<file path="src/rtl/mode_register_pkg.sv">
// mode_register_pkg: operation encoding, priority decode and width limits for mode_register
package mode_register_pkg;

    localparam int WIDTH_MIN = 2;
    localparam int WIDTH_MAX = 64;

    typedef enum logic [2:0] {
        OP_HOLD,
        OP_LOAD,
        OP_INC,
        OP_DEC,
        OP_SHL,
        OP_SHR
    } op_t;

    function automatic op_t decode_op(input logic load, input logic inc, input logic dec,
                                      input logic shl, input logic shr);
        return load ? OP_LOAD : inc ? OP_INC : dec ? OP_DEC : shl ? OP_SHL : shr ? OP_SHR : OP_HOLD;
    endfunction

endpackage

</file>
<file path="src/rtl/mode_register_next.sv">
// mode_register_next: next value and carry for one operation (saturation via MODE_REGISTER_SAT_EN)
module mode_register_next
    import mode_register_pkg::*;
#(
    parameter int WIDTH = 16
) (
    input  logic [WIDTH-1:0] cur,
    input  op_t              op,
    input  logic [WIDTH-1:0] in,
    input  logic             sin,
    output logic [WIDTH-1:0] nxt,
    output logic             nxt_carry
);

`ifdef MODE_REGISTER_SAT_EN
    localparam logic SAT = 1'b1;
`else
    localparam logic SAT = 1'b0;
`endif

    logic all_ones;
    logic all_zero;

    assign all_ones = &cur;
    assign all_zero = ~|cur;

    // arithmetic and shift selection; carry flags the wrap/borrow or the bit shifted out
    always_comb begin
        nxt = op == OP_LOAD ? in
            : op == OP_INC  ? ((SAT && all_ones) ? cur : cur + WIDTH'(1))
            : op == OP_DEC  ? ((SAT && all_zero) ? cur : cur - WIDTH'(1))
            : op == OP_SHL  ? {cur[WIDTH-2:0], sin}
            : op == OP_SHR  ? {sin, cur[WIDTH-1:1]}
            : cur;
        nxt_carry = op == OP_INC ? all_ones
                  : op == OP_DEC ? all_zero
                  : op == OP_SHL ? cur[WIDTH-1]
                  : op == OP_SHR ? cur[0]
                  : 1'b0;
    end

endmodule

</file>
<file path="src/rtl/mode_register.sv">
// mode_register: prioritised load/inc/dec/shift register with carry and zero flags (option MODE_REGISTER_SAT_EN)
module mode_register
    import mode_register_pkg::*;
#(
    parameter int          WIDTH     = 16,
    parameter logic [63:0] RESET_VAL = 64'd0
) (
    input  logic             clk,
    input  logic             reset,
    input  logic [WIDTH-1:0] in,
    input  logic             load,
    input  logic             inc,
    input  logic             dec,
    input  logic             shl,
    input  logic             shr,
    input  logic             sin,
    output logic [WIDTH-1:0] out,
    output logic             carry,
    output logic             zero
);

    localparam logic [WIDTH-1:0] RST = RESET_VAL[WIDTH-1:0];

    if (WIDTH < WIDTH_MIN || WIDTH > WIDTH_MAX) begin : g_bad_width
        $error("mode_register: WIDTH out of range");
    end

    op_t              op;
    logic [WIDTH-1:0] nxt;
    logic             nxt_carry;

    assign op = decode_op(load, inc, dec, shl, shr);

    mode_register_next #(.WIDTH(WIDTH)) u_next (
        .cur       (out),
        .op        (op),
        .in        (in),
        .sin       (sin),
        .nxt       (nxt),
        .nxt_carry (nxt_carry)
    );

    // state flops: reset wins, hold keeps carry, zero is derived from the value being stored
    always_ff @(posedge clk) begin
        if (reset) begin
            out   <= RST;
            carry <= 1'b0;
            zero  <= RST == '0;
        end else begin
            out   <= nxt;
            carry <= op == OP_HOLD ? carry : nxt_carry;
            zero  <= nxt == '0;
        end
    end

endmodule
</file>
<file path="config.mk">
export PLATFORM = sky130hd
export DESIGN_NAME = mode_register
export DESIGN_NICKNAME = d
export VERILOG_FILES = /design/src/rtl/mode_register_pkg.sv /design/src/rtl/mode_register_next.sv /design/src/rtl/mode_register.sv
export SDC_FILE = /design/constraint.sdc
export NUM_CORES = 1
export LEC_CHECK = 0
export BUFFER_PORTS_ARGS = -buffer_cell sky130_fd_sc_hd__buf_2
export CORE_MARGIN = 3
export CORE_UTILIZATION = 55
export CTS_BUF_LIST = sky130_fd_sc_hd__clkbuf_8 sky130_fd_sc_hd__clkbuf_16
export DETAILED_ROUTE_END_ITERATION = 8
export GPL_TIMING_DRIVEN = 0
export PLACE_DENSITY = 0.82
export SLEW_MARGIN = 20
export SYNTH_ARGS = -nofsm -noshare
export SYNTH_HDL_FRONTEND = slang
export SYNTH_HIERARCHICAL = 1
export SYNTH_SLANG_ARGS = --single-unit
</file>
<file path="constraint.sdc">
create_clock -name clk -period 7.5 [get_ports clk]
set_input_delay 1.5 -clock clk [delete_from_list [all_inputs] [get_ports clk]]
set_output_delay 1.5 -clock clk [all_outputs]
set_load 0.02 [all_outputs]
</file>
# Yosys cells after proc, flatten, opt, wreduce, memory -nomap -nowiden

Cells that the tools add are included.
W data, S select, Z words.

Add/sub/neg operators: 2
Reductions and logical operators: 5
Multiplexer cells: 14
Equal/unequal tests: 5

Operators with widths:

| operator                | number |
|---|---|
| $mux W16                | 5 |
| $add A16 B1 Y16 const B | 1 |
| $logic_not A16 Y1       | 1 |
| $reduce_and A16 Y1      | 1 |
| $reduce_or A16 Y1       | 1 |
| $sub A16 B1 Y16 const B | 1 |
| $mux W3                 | 5 |
| $eq A3 B2 Y1 const B    | 2 |
| $eq A3 B3 Y1 const B    | 2 |
| $mux W1                 | 4 |
| $eq A3 B1 Y1 const B    | 1 |
| $logic_not A3 Y1        | 1 |
| $logic_not A1 Y1        | 1 |

Logic and storage cells: 29
Input port bits: 24
Register bits after elaboration: 18

# Depth between registers and ports, before layout

Depth in word-level cells: 12
Depth in mapped cells: 12
Mapped depth without buffers: 10

# Modules after synthesis

Netlist, hierarchy kept.

By module, submodules not included:

| module             | area an instance (µm²) | instances | cells an instance | seq. area each (µm²) |
|---|---|---|---|---|
| mode_register_next | 1599.0                 | 1         | 250               | 0.0 |
| mode_register      | 580.6                  | 1         | 51                | 360.3 |

# Least setup slack after synthesis

Ideal clock, no wire load.

Path type: input port to flip-flop
Start: input port load
End: register zero
Setup slack: 4.075 ns
Arrival: 3.366 ns
Path buffers: 1
Stages: 9
Library setup time: 0.059 ns
Cell sequence: nor3_4 -> nor2b_1 -> buf_2 -> mux2_1 -> a222oi_1 -> a21oi_1 -> a221o_1 -> nor4_1 -> a41o_1

Longest elaborated chain between the ends: 8
Elaborated cells between the ends (all ways): 12

RTL lines:

| element              | line                     | text |
|---|---|---|
| from (decl)          | mode_register.sv:11      | `input logic load,` |
| $mux W3 *            | mode_register_pkg.sv:18  | `return load ? OP_LOAD : inc ? OP_INC : dec ? OP_DEC : shl ? OP_SHL : shr ? OP_SHR : OP_HOLD;` |
| named net op[2]      | mode_register.sv:28      | `op_t op;` |
| $eq A3 B3 Y1         | mode_register_next.sv:33 | `: op == OP_SHR ? {sin, cur[WIDTH-1:1]}` |
| $mux W16             | mode_register_next.sv:33 |  |
| $mux W16             | mode_register_next.sv:32 | `: op == OP_SHL ? {cur[WIDTH-2:0], sin}` |
| $mux W16             | mode_register_next.sv:31 | `: op == OP_DEC ? ((SAT && all_zero) ? cur : cur - WIDTH'(1))` |
| $mux W16             | mode_register_next.sv:30 | `: op == OP_INC ? ((SAT && all_ones) ? cur : cur + WIDTH'(1))` |
| $mux W16 *           | mode_register_next.sv:29 | `nxt = op == OP_LOAD ? in` |
| named net nxt[9]     | mode_register.sv:29      | `logic [WIDTH-1:0] nxt;` |
| $logic_not A16 Y1 *  | mode_register.sv:52      | `zero <= nxt == '0;` |
| to (signal assigned) | mode_register.sv:48      | `zero <= RST == '0;` |
| to (signal assigned) | mode_register.sv:52      |  |
| to (decl)            | mode_register.sv:19      | `output logic zero` |

The timed path passes the listed nets; every way through them passes the cells marked *.
A chain may end at the register's enable or synchronous reset.

# Worst setup path after layout

Same ends and word-level chain as after synthesis.

==> flow_metrics.tcl <==
set metrics [dict create \
    nets 373 \
    required_ns 7.71 \
    antenna_found_initial 0 \
    synth_flop_cell "dfxtp_1" \
    crit_type "in2reg" \
    hold_depth 2 \
    cpMaxStageDelayCell "nor4_1" \
    hpwl_um 5070 \
    synth_warnings 6 \
    hold_viol_final 0 \
    critPathMaxFanout 10 \
    synth_nets 327 \
    ys_ff_latch 18 \
    min_to "carry" \
    setup_viol 0 \
    relSlewSlack_pct 41.33 \
    ff2ff_setup_slack_ns 4.60 \
    grt_pass1_wl_um 10980 \
    syn_area_per_cell_um2 7.241 \
    maxCapViolCount 0 \
    cts_resized 0 \
    final_layout_size_suffix_gt1_share_pct 23.12 \
    r2r_end "zero" \
    syn_to_final_growth_pct 14.70 \
    clock_latency_ns 0.26 \
    vdd.ir_drop.worst_mv 0.1346 \
    htreeDepth 1 \
    die_x_um 68.95 \
    cts_tree "done" \
    wl_per_cell_um 17.60 \
    place_ws_ns 3.372 \
    via_per_inst 6.431 \
    core_area_um2 3744 \
    grt_max_degree 11 \
    synth_edf_count 0 \
    timing.final.crit_share_pct 53.05 \
    wirelength_um 6933 \
    hold_buffers 0 \
    track_usage_pct 30.89 \
    reg2reg_from "out[0]" \
    crit_chain "buf_2 -> nor3_4 -> nor2b_1 -> buf_2 -> nor2b_1 -> clkbuf_1 -> a21o_1 -> a222oi_1 -> a21oi_1 -> a221o_1 -> nor4_1 -> a41o_1" \
    diodes 0 \
    drt_iter0_drc 263 \
    holdCritStartpoint "carry" \
    fin_crit_ns 3.979 \
    grt_setup_unrepaired "false" \
    hold_class "reg2reg" \
    clk_pin_slew_ns 0.08 \
    drt_first_pass_iters 5 \
    nFillCells 338 \
    cts_made_buffers 3 \
    ys_async_sr_fraction_pct 0 \
    cp-end-kind "flip-flop" \
    slew_viol_final 0 \
    seq_area_frac_synth_pct 16.53 \
    r2r_cells 10 \
    ys_types 67 \
    globalplace.congestion 0.9817 \
    start_util_pct 58.22 \
    ant_nets 0 \
    port_buffers 41 \
    placedCellCount 390 \
    grt_pass1_vias 2215 \
    status "finished, final reports clean" \
    drc 0 \
    cts_setup_buffers 0 \
    synth.area.top_cells "dfxtp_1, xnor2_1, nor2b_1, nor2_1, a21oi_1" \
    power.density_nw_per_um2 163.7 \
    arrival_ns 4.19 \
    final.setup.tns_ns 0 \
    cpPeakStageDelay_ns 0.51 \
    start_kind "input pin" \
    synth_common_cells "nor2_1, nand2_1, nor2b_1" \
    die_area_um2 4754 \
    gr-total-overflow 0 \
    syn-cell-area_um2 2180 \
    cts_sinks 18 \
    synth_area_leader_cell "dfxtp_1" \
    stdcell_count 394 \
    yosysMostFrequentCell "nor2_1" \
    die_h_um 68.95 \
    num_vias 2534 \
    p_leak_uw 0.001020 \
    cts_buffer_depth 2 \
    syn_inst 301 \
    worst_pin_slew_ns 0.8734 \
    finalClockSkew_ns 0.004075 \
    setup_slack_ns 3.521 \
    synth_top_area_share_pct 16.53 \
    fp-row-count 22 \
    clockRootBuffer "clkbuf_8" \
    fmax_ghz 0.2513 \
    io_pins 42 \
]
-- layer usage --
metal / wire length (um) / track usage [%]
met5: 0 / 0
met4: 181 / 9.002
met3: 828 / 4.862
met2: 3236 / 51.43
met1: 2687 / 40.87
-- logic make-up after synthesis --
group	count (synthesis)	synth area share (%)
flip-flops	18	16.53
XOR/XNOR	23	9.242
buffers and inverters	39	8.553
AND/OR/NAND/NOR	128	32.89
adder cells (fa/ha/maj)	2	1.148
AO/OA/AOI/OAI	82	26.75
multiplexers	9	4.879
-- worst max-delay path, delay by kind of cell --
family	cells	cell delay, ns
compound gates	5	1.11
simple gates	4	0.96
buf+inv	3	0.61
-- cell usage in the layout, fill, tap and decap left out, types with 4 or more instances in the layout --
cell      instances
nor4_1            5
inv_1             5
nand2_1          21
nor2_1           29
a21oi_1          20
nor2b_1          21
o21ai_0          11
a21o_1            5
and2_1            4
nor3_1           10
clkbuf_8          4
clkbuf_1          9
xnor2_1          17
xor2_1            6
dfxtp_1          18
mux2i_1           5
buf_2            58
o22ai_1           7
nand4_1           6
nand3_1          10
a221oi_1          5
-- where the power goes --
part | internal, uW | total [uW] | leakage [uW] | switching [uW]
clock | 46.7 | 84.4 | 0.0000288 | 37.6
combinational | 82.6 | 209 | 0.000842 | 126
sequential | 106 | 116 | 0.000149 | 10.0
total | 235 | 409 | 0.00102 | 174
-- final cells by class --
type | count | area, um^2 | share of cell area, %
well taps | 48 | 60.06 | 2.402
repair buffers | 41 | 205.2 | 8.208
multi-input cells | 244 | 1633 | 65.32
inverters | 7 | 26.28 | 1.051
clock buffers | 4 | 55.05 | 2.202
flip-flops and latches | 18 | 360.3 | 14.41
plain buffers | 32 | 160.2 | 6.406
-- worst max path at each step --
stage | from | endpoint | cells past startpoint
3_5_place_dp | load | zero | 12
3_3_place_gp | load | zero | 12
6_report | load | zero | 12
4_1_cts | load | zero | 12
2_1_floorplan | load | zero | 9
5_1_grt | load | zero | 12
-- sequential cells by signal (all words and copies together) (netlist names) --
signal / cells
out: 16
zero: 1
carry: 1
-- stage by stage --
stage	total power (uW)	hold WS, ns	utilization, %	area [um^2]
floorplan	266.9	0.5500	-	2180
global placement	316.5	0.4659	65.31	2445
detailed placement	320.8	0.4748	65.31	2445
CTS	405.6	0.4909	66.78	2500
global route	431.9	0.5367	66.78	2500
finish	409.1	0.4865	66.78	2500
(Power assumes the default switching activity.)
